`src/rtl/pipe_stage_skid_reg.sv`:
```
// Pipeline-stage register with valid/ready handshake, flush and bubble output.
// SKID=0 gives a single entry with combinational back-pressure; SKID=1 gives a
// two-entry skid buffer whose in_ready is registered.
module pipe_stage_skid_reg #(
  parameter int unsigned        WIDTH  = 32,
  parameter logic [WIDTH-1:0]   BUBBLE = WIDTH'(32'h00000013),
  parameter bit                 SKID   = 1'b1
) (
  input  logic             clk,
  input  logic             rst_n,
  input  logic             flush,
  input  logic             in_valid,
  output logic             in_ready,
  input  logic [WIDTH-1:0] in_data,
  output logic             out_valid,
  input  logic             out_ready,
  output logic [WIDTH-1:0] out_data,
  output logic [1:0]       occupancy
);

  typedef enum logic [1:0] {StEmpty, StBusy, StFull} state_e;

  logic [WIDTH-1:0] main_q, main_d;
  logic             accept, issue;

  assign accept   = in_valid & in_ready;
  assign issue    = out_valid & out_ready;
  assign out_data = out_valid ? main_q : BUBBLE;

  if (SKID) begin : g_skid
    state_e           state_q, state_d;
    logic [WIDTH-1:0] skid_q, skid_d;
    logic             in_ready_q;

    assign in_ready  = in_ready_q;
    assign out_valid = (state_q != StEmpty);
    assign occupancy = (state_q == StFull) ? 2'd2 : (state_q == StBusy) ? 2'd1 : 2'd0;

    always_comb begin
      state_d = state_q;
      main_d  = main_q;
      skid_d  = skid_q;
      if (flush) begin
        // An accept this cycle is dropped; a visible issue already completed.
        state_d = StEmpty;
        main_d  = BUBBLE;
        skid_d  = BUBBLE;
      end else begin
        unique case (state_q)
          StEmpty: begin
            if (accept) begin
              main_d  = in_data;
              state_d = StBusy;
            end
          end
          StBusy: begin
            if (accept && issue) begin
              main_d = in_data;
            end else if (accept) begin
              skid_d  = in_data;
              state_d = StFull;
            end else if (issue) begin
              state_d = StEmpty;
            end
          end
          StFull: begin
            if (issue) begin
              main_d  = skid_q;
              state_d = StBusy;
            end
          end
          default: state_d = StEmpty;
        endcase
      end
    end

    always_ff @(posedge clk) begin
      if (!rst_n) begin
        state_q    <= StEmpty;
        main_q     <= BUBBLE;
        skid_q     <= BUBBLE;
        in_ready_q <= 1'b1;
      end else begin
        state_q    <= state_d;
        main_q     <= main_d;
        skid_q     <= skid_d;
        in_ready_q <= (state_d != StFull);
      end
    end
  end else begin : g_single
    logic valid_q, valid_d;

    assign in_ready  = ~valid_q | out_ready;
    assign out_valid = valid_q;
    assign occupancy = {1'b0, valid_q};

    always_comb begin
      valid_d = valid_q;
      main_d  = main_q;
      if (flush) begin
        valid_d = 1'b0;
        main_d  = BUBBLE;
      end else if (accept) begin
        valid_d = 1'b1;
        main_d  = in_data;
      end else if (issue) begin
        valid_d = 1'b0;
      end
    end

    always_ff @(posedge clk) begin
      if (!rst_n) begin
        valid_q <= 1'b0;
        main_q  <= BUBBLE;
      end else begin
        valid_q <= valid_d;
        main_q  <= main_d;
      end
    end
  end

endmodule

```
`config.mk`:
```
export PLATFORM = sky130hd
export DESIGN_NAME = pipe_stage_skid_reg
export DESIGN_NICKNAME = d
export VERILOG_FILES = /design/src/rtl/pipe_stage_skid_reg.sv
export SDC_FILE = /design/constraint.sdc
export NUM_CORES = 1
export LEC_CHECK = 0
export ABC_AREA = 1
export CAP_MARGIN = 25
export CORE_ASPECT_RATIO = 0.7
export CORE_MARGIN = 2
export CORE_UTILIZATION = 50
export DETAILED_ROUTE_END_ITERATION = 7
export GPL_TIMING_DRIVEN = 0
export PLACE_DENSITY = 0.9
export SLEW_MARGIN = 30
export SYNTH_ARGS = -nofsm -noshare
export SYNTH_HDL_FRONTEND = slang
export SYNTH_SLANG_ARGS = --single-unit
export TNS_END_PERCENT = 1
```
`constraint.sdc`:
```
create_clock -name clk -period 2.47 [get_ports clk]
set_input_delay 0.3705 -clock clk [delete_from_list [all_inputs] [get_ports clk]]
set_output_delay 0.3705 -clock clk [all_outputs]
set_load 0.005 [all_outputs]
```
==> summary.txt <==
Floorplanning
  • Initial Util: 0.518
  • # IOs: between 70 and 80
  • Die H: approximately 70 um
  • Die width: between 100 and 150 um
  • Rows: 24
  • DIE AREA: 7140 sq um
  • Core ar.: roughly 6200 sq um

STA
  • Final Hold Vio Count: 0
  • RSZ-0062 raised after global routing: false
  • Setup TNS: 0 ns
  • Post-route clock period utilization: 0.928
  • Final Skew: between 0.005 and 0.006 ns
  • Tmin final: approximately 2.3 ns
  • Fmax: between 0.4 and 0.5 GHz
  • Final setup viols: 0
  • Worst Tran Pin Value: between 0.5 and 0.6 ns
  • Fin. max-slew vios: 0
  • Slew margin rel.: 0.628

CTS
  • CTS Hold Bufs: 0
  • Reg clk slew, reported paths: 0.07 ns
  • CTS tree: yes
  • H-tree levels: 3
  • CTS buffer count: 9
  • Root Buffer: clkbuf_8
  • Clk Latency, worst-skew pair: between 0.3 and 0.4 ns
  • Clock Path Buffers: 2
  • Clock sink count: 67

Global routing
  • First-pass GRT wire length: approximately 14000 um
  • M1 GR Usage: 0.321
  • Met2 usage: 0.427
  • Largest net degree at the start of global routing: 11
  • Vias in the first global route: around 3200
  • Grt peak-use layer: met2
  • Overflow after GRT: 0
  • GRT Total Usage: 0.255
  • Initial antenna violation count: 0
  • Met3 Track Usage GR: 0.0780

Synthesis
  • Avg Inst Size Synth: between 6 and 7 sq um
  • Syn_nets: roughly 570
  • Seq/Total Area, Yosys: 0.415
  • Flops & latches, synth: between 60 and 70
  • Yosys top cell area share: 0.415
  • Syn Inst Count: around 530
  • Mapped Area: between 3000 and 4000 sq um
  • Post-synth top cells: 169 x nand2_1, 151 x nor2_1, 67 x dfxtp_1, 67 x inv_1, 30 x o21ai_0
  • Ys async rst share: 0
  • Synth unique cells: 19
  • Number of synthesized flops with an enable pin: 0
  • Cell taking the most area after synthesis: dfxtp_1
  • Main synth FF type: dfxtp_1
  • Most frequent cell after synthesis: nand2_1
  • Yosys warnings: 0
  • Synth area leaders: dfxtp_1 41%, nand2_1 20%, nor2_1 18%, inv_1 7.8%, o21ai_0 4.6%

Setup path
  • Critical path class: flip-flop to primary output
  • Worst EP required: about 2.1 ns
  • Crit Path Max Fanout: 10
  • Worst EP arrival: between 1.5 and 2 ns
  • Setup crit end kind: primary output
  • R2R cell count: 6
  • Startpoint types: flip-flop

Final layout
  • Design Area, Final: about 4200 sq um
  • Inserted Diodes: 0
  • Post-layout util: 0.676
  • # nets final: about 650
  • Layout cells sized above 1: 0.0696
  • Fin cells: approximately 700
  • Synth-to-Final Area Change: 30.4%

Worst hold path
  • Hold Crit Class: flip-flop to flip-flop
  • WHS Path Cells: 2

Drt
  • Drt total wl: approximately 8700 um
  • Post-DR vias/cell: about 5
  • First-pass iteration count of the detailed router: 5
  • Drt drc: 0
  • Detail Route Antenna Nets: 0
  • Vias: about 3400
  • 1st-iter DRT viols: about 280
  • WL per Instance: 12.6 um

Power and ir drop
  • Pwr Density: approximately 520 nW/um^2
  • Peak supply drop: ~0.35 mV
  • Combinational Power Share: 0.131
  • Leak: approximately 0.0021 uW
  • Clock Power Share: 0.362
  • Sw power: ~590 uW
  • Share of total power in sequential cells: 0.507
  • Internal power: between 1500 and 2000 uW
  • Sw Ratio: 0.265
  • Power Total: about 2200 uW

Placed design
  • Placed inst area: approximately 4000 sq um
  • Hpwl dp: 6180 um
  • # placed instances: 681
  • Final GP Congestion: about 0.84
  • I/O Buffers: just over 70

Status
  • Status: complete, no violations

Run
  • Max-Cap Viols: 0
## power groups by stage
stage                     registers [uW]  clock network [uW]  logic, uW
after detailed placement            1140                   0        282
after floorplan                     1140                   0        159
after global routing                1120                 845        321
final                               1120                 799        289
after global placement              1140                   0        273
after CTS                           1120                 802        286
## state kept, by name, indices dropped and copies added, names as in the netlist
| signal | flops |
|---|---|
| g_skid.skid_q | 32 |
| main_q | 32 |
| g_skid.state_q | 2 |
| in_ready | 1 |
## layout by cell type (no fill, tap or decap)
cell type | Yosys | layout
o21ai_1 | 1 | 1
dfxtp_1 | 67 | 67
buf_1 | 4 | 4
nand3_4 | 1 | 1
nand3_1 | 9 | 9
nand2_4 | 1 | 1
clkbuf_2 | 0 | 3
nor2_1 | 151 | 150
nor2_2 | 1 | 2
clkdlybuf4s50_1 | 0 | 72
buf_6 | 6 | 6
clkbuf_8 | 0 | 10
o21ai_0 | 30 | 30
clkbuf_1 | 6 | 5
buf_4 | 3 | 3
inv_1 | 67 | 67
nand2_1 | 169 | 169
buf_2 | 9 | 9
clkinv_2 | 0 | 3
inv_2 | 1 | 1
nand2_2 | 1 | 1
a21oi_1 | 1 | 1
or2_2 | 3 | 3
## cell type report
type	count	area (sq um)
Timing Repair Buffer	72	721
Buffer	28	176
Multi-Input combinational cell	368	1470
Clock buffer	12	145
Fill cell	547	2030
Tap cell	78	97.6
Inverter	68	255
Clock inverter	3	15.0
Sequential cell	67	1340
## per-stage QoR
stage / hold WS, ns / setup slack (ns)
after CTS: 0.480 / 0.0507
after global placement: 0.450 / 0.322
after detailed placement: 0.463 / 0.298
after floorplan: 0.435 / 1.15
after global routing: 0.497 / 0.0900
final: 0.485 / 0.177
## path summary, 6_finish.rpt
check | startpoint | end | slack (ns)
setup / recovery | g_skid.state_q[1] | out_data[24] | 0.18
hold reg to reg | main_q[0] | main_q[0] | 0.48
setup reg to reg | g_skid.state_q[0] | main_q[14] | 0.97
hold / removal | main_q[0] | main_q[0] | 0.48
## repair_timing
action | 4_1_cts | 5_1_grt
setup buffers | 0 | 0
setup endpoints to repair | 30 | 30
gates resized for setup | 3 | 1
## cells by family after synthesis
family,share of synthesized area
flops,0.415
buf+inv,0.132
simple gates,0.404
compound gates,0.0495
## per-layer routing
layer	vias up	share of wire
met5	-	0
met4	0	0.0084
met3	11	0.085
met2	135	0.46
met1	1534	0.44
li1	1715	-
## critical path, stage by stage (launching register included)
cell,delay (ns)
dfxtp_1,0.38
nor2_2,0.32
clkbuf_2,0.33
nor2_1,0.09
clkdlybuf4s50_1,0.45
No activity file was read; power rests on OpenSTA's default activity.
==> variant 1: new RTL, same flow settings <==
Change the parameter `SKID` from 1'b1 to 1'b0.
--- a/src/rtl/pipe_stage_skid_reg.sv
+++ b/src/rtl/pipe_stage_skid_reg.sv
@@ -4,7 +4,7 @@
 module pipe_stage_skid_reg #(
   parameter int unsigned        WIDTH  = 32,
   parameter logic [WIDTH-1:0]   BUBBLE = WIDTH'(32'h00000013),
-  parameter bit                 SKID   = 1'b1
+  parameter bit                 SKID   = 1'b0
 ) (
   input  logic             clk,
   input  logic             rst_n,
Check against the original RTL: not equivalent (Yosys sat finds a counterexample within 4 cycles, from zero or initial values and one cycle with rst_n low).
==> variant 1 against the unedited design <==
Final cell count decreased by 41%; setup slack better by 210 ps; largest cell class is now non-clock buffers; hold slack got worse by 30 ps; final area is 38% lower; routed wire length down 47%; highest routed layer unchanged; synthesized cell count decreased by 47%; sequential share of layout area decreased by 6.4 points; clock skew down 3.2 ps; synthesized area fell by 46%; register-to-register slack gained 390 ps; critical path depth is 1 higher; sequential cell count is 34 lower; power is 47% lower.
==> variant 1: results (changes against the unedited design) <==
| Metric | Value |
|---|---|
| Net switching power | 0.000299 W (-49%) |
| CTS buffer count | 5 (-4) |
| Clock Latency Late Sink | 290 ps (-70 ps) |
| Mapped Nets | 317 (-44%) |
| RePlAce Congestion | 0.798 (-5.5%) |
| Status | complete, no violations |
| Fin cells | 408 (-41%) |
| R2R setup slack | 1360 ps (+390 ps) |
| H-tree depth | 2 (-1) |
| Critical R2R Capture | main_q[24] |
| Layout cells sized above 1 | 8.10% (+1.1 points) |
| Resized Gates After CTS | 0 (-3) |
| Most frequent cells after synthesis | nand2_1, inv_1, nand3_1 |
| Hold EP | main_q[1] |
| Hold_sp | main_q[1] |
| Post-synthesis sequential area ratio | 37.5% (-4.0 points) |
| CP startpoint | out_valid |
| Final WS setup | 382 ps (+206 ps) |
| Vias in the first global route | 1717 (-46%) |
| Ranking of synthesized cells by area | dfxtp_1, nand2_1, inv_1 |
| Total track usage | 25.0% (-0.43 points) |
| Worst R2R Path Depth | 5 (-1) |
| Synth Area in Compound Gates | 8.66% (+3.7 points) |
| Max IR drop VDD | 0.000317 V (-8.5%) |
| Met3 GRT Util | 6.55% (-1.3 points) |
| Post-Place Worst Slack | 399 ps (+101 ps) |
| Clock skew | 2.18 ps (-3.25 ps) |
| I/O Buffers | 70 (-2.8%) |
| Post-synth cell types | 13 (-6) |
| Pleak | 1.42 nW (-32%) |
| CP arrival | 1720 ps (-200 ps) |
| Final-stage net count | 394 (-39%) |
| Hold slack final | 455 ps (-29.6 ps) |
| Cells after synthesis | 280 (-47%) |
| Drt first-iter violations | 106 (-61%) |
| Wire length per cell | 11.3 µm (-9.9%) |
| Met2 GRT Util | 41.4% (-1.3 points) |
| CP endpoint | out_data[30] |
| Via density | 4.73 (-3.1%) |
-- variant 1: changes by cell type after synthesis, sizes merged --
| cell | unedited run | this run |
|---|---|---|
| a21boi | 0 | 1 |
| a21oi | 1 | 29 |
| clkbuf | 6 | 0 |
| conb | 0 | 1 |
| dfxtp | 67 | 33 |
| inv | 68 | 63 |
| nand2 | 171 | 66 |
| nand3 | 10 | 35 |
| nor2 | 152 | 30 |
| o21ai | 31 | 0 |
| or2 | 3 | 0 |
-- variant 1: metal layers --
| metal | up-vias | routed length [µm] | share of wire (%) |
|---|---|---|---|
| met2 | 83 | 2060 | 45 |
| met4 | 0 | 91 | 2.0 |
| met5 | - | 0 | 0 |
| met1 | 859 | 2050 | 44 |
| li1 | 977 | - | - |
| met3 | 10 | 415 | 9.0 |
-- variant 1: layout make-up --
| cell class | count | area [µm²] |
|---|---|---|
| Fill cell | 301 | 840 |
| Multi-Input combinational cell | 162 | 711 |
| Timing Repair Buffer | 70 | 701 |
| Sequential cell | 33 | 661 |
| Inverter | 63 | 236 |
| Buffer | 22 | 155 |
| Clock buffer | 8 | 80.1 |
| Tap cell | 50 | 62.6 |
-- variant 1: cell families after synthesis --
group | Yosys count
AND/OR/NAND/NOR | 131
buffers and inverters | 85
flip-flops | 33
AO/OA/AOI/OAI | 30
other | 1
-- variant 1: power groups by stage --
stage          Sequential (W)  Clock [W]  Combinational (W)
2_1_floorplan        0.000577          0           0.000116
3_3_place_gp         0.000579          0           0.000203
3_5_place_dp         0.000580          0           0.000210
4_1_cts              0.000569   0.000390           0.000211
5_1_grt              0.000571   0.000405           0.000237
6_report             0.000569   0.000389           0.000211
-- variant 1: critical path, cell delays in order, from the launching register on --
cell	delay, ps
dfxtp_1	360
buf_4	190
buf_2	240
nand2_1	80
inv_1	70
clkdlybuf4s50_1	500
==> variant 2: new RTL, same settings <==
Made on the original files. Encoding of `state_e`: now one-hot (3 bits for 3 states).
--- a/src/rtl/pipe_stage_skid_reg.sv
+++ b/src/rtl/pipe_stage_skid_reg.sv
@@ -18,7 +18,7 @@
   output logic [1:0]       occupancy
 );
 
-  typedef enum logic [1:0] {StEmpty, StBusy, StFull} state_e;
+  typedef enum logic [2:0] {StEmpty = 3'b001, StBusy = 3'b010, StFull = 3'b100} state_e;
 
   logic [WIDTH-1:0] main_q, main_d;
   logic             accept, issue;
Formal check against the unedited RTL: same outputs for any inputs over 4 cycles, from zero or initial values and one cycle with rst_n low; so few cycles prove little.
==> variant 2 against the unedited design <==
Sequential cell count up 1; hold slack worse by 34 ps; clock power rose by 15%; highest routed layer unchanged; power rose by 6.5%; critical path type unchanged; synthesized area down 0.46%; final area is 0.53% higher; setup slack got worse by 40 ps; routed wire length down 6.2%; fmax is 1.7% lower.
==> variant 2: results (changes against the unedited design) <==
| Metric | Value |
|---|---|
| Clock skew | 10.1 ps (+4.64 ps) |
| Largest registers | g_skid.skid_q (32), main_q (32), g_skid.state_q (3) |
| Total track usage | 24.4% (-1.1 points) |
| DRT Wirelength | 8200 µm (-6.2%) |
| Final-stage net count | 632 (-2.9%) |
| Post-synthesis sequential area ratio | 42.3% (+0.81 points) |
| CP arrival | 1960 ps (+40 ps) |
| Ranking of synthesized cells by area | dfxtp_1, nand2_1, inv_1 |
| Mapped Nets | 549 (-3.3%) |
| Clk sink count | 68 (+1.5%) |
| First-pass GRT wire length | 13800 µm (-3.0%) |
| Pleak | 2.06 nW (-2.1%) |
| CP startpoint | g_skid.state_q[2] |
| Via density | 4.93 (+1.1%) |
| Net switching power | 0.000600 W (+2.5%) |
| Status | complete, no violations |
| Pin count of the biggest net entering global routing | 13 (+2) |
| Vias in the first global route | 3207 (+0.19%) |
| Most frequent cells after synthesis | nand2_1, inv_1, dfxtp_1 |
| Slew @ Worst Pin | 667 ps (+110 ps) |
| Clock Latency Late Sink | 340 ps (-20 ps) |
| Hold_sp | g_skid.skid_q[8] |
| Post-Place Worst Slack | 221 ps (-77.0 ps) |
| Post-synth cell types | 17 (-2) |
| RePlAce Congestion | 0.841 (-0.43%) |
| HPWL after DPL | 5880 µm (-4.9%) |
| Max IR drop VDD | 0.000345 V (-0.25%) |
| Layout cells sized above 1 | 7.17% (+0.21 points) |
## variant 2: cell types whose count changed in the layout (fill, tap and decap cells not counted), moves of 4 or more
cell and change:
a21oi_1 +28, buf_1 -4, buf_2 +4, buf_6 -6, clkbuf_1 +7, inv_1 +31
inv_2 +4, nand2_1 -31, nor2_1 -89, o21ai_1 +30
## variant 2: stage by stage
stage / power, W / cell area [µm²] / hold WS [ps] / instances / util, %
floorplan: 0.00132 / 3220 / 425 / 512 / -
global placement: 0.00144 / 4040 / 435 / 662 / 65.0
detailed placement: 0.00145 / 4040 / 441 / 662 / 65.0
CTS: 0.00236 / 4240 / 452 / 678 / 68.3
global route: 0.00246 / 4240 / 472 / 678 / 68.3
finish: 0.00235 / 4240 / 451 / 678 / 68.3
## variant 2: path summary, 6_finish.rpt
check,endpoint,cells past startpoint,slack (ps)
min,g_skid.skid_q[8],2,450
min reg2reg,g_skid.skid_q[8],2,450
max reg2reg,main_q[19],9,770
max,out_data[18],6,140
## variant 2: power by group through the flow
stage	combinational, W	clock, W	sequential [W]
floorplan	0.000159	0	0.00116
global placement	0.000280	0	0.00116
detailed placement	0.000289	0	0.00116
CTS	0.000294	0.000929	0.00114
global route	0.000336	0.000982	0.00114
finish	0.000296	0.000916	0.00114
## variant 2: critical path, stage by stage, from the launching register on
cell and delay (ps):
dfxtp_1 420, inv_2 60, nand3_2 210, clkbuf_2 280, nand2_1 80, inv_1 60
clkdlybuf4s50_1 490
## variant 2: layout make-up
type	instances	area (µm²)
clock inverter	6	62.6
clock buffer	10	138
sequential	68	1360
timing repair buffer	72	721
tap	78	97.6
inverter	103	387
fill	536	1970
buffer	28	125
multi-input combinational	313	1350
## variant 2: cell families (layout without fill, tap and decap cells)
kind of cell,after synthesis,in the layout,synth area share [%]
AND/OR/NAND/NOR,218,218,26.8
AO/OA/AOI/OAI,95,95,15.1
flip-flops,68,68,42.3
buffers and inverters,131,219,15.8
## variant 2: routing by layer
layer / wire (µm) / vias to the layer above / global-route usage (%)
met5: 0 / - / 0
met4: 97 / 0 / 8.37
met3: 613 / 14 / 6.42
met2: 3790 / 130 / 39.5
met1: 3690 / 1493 / 31.8
li1: - / 1705 / -
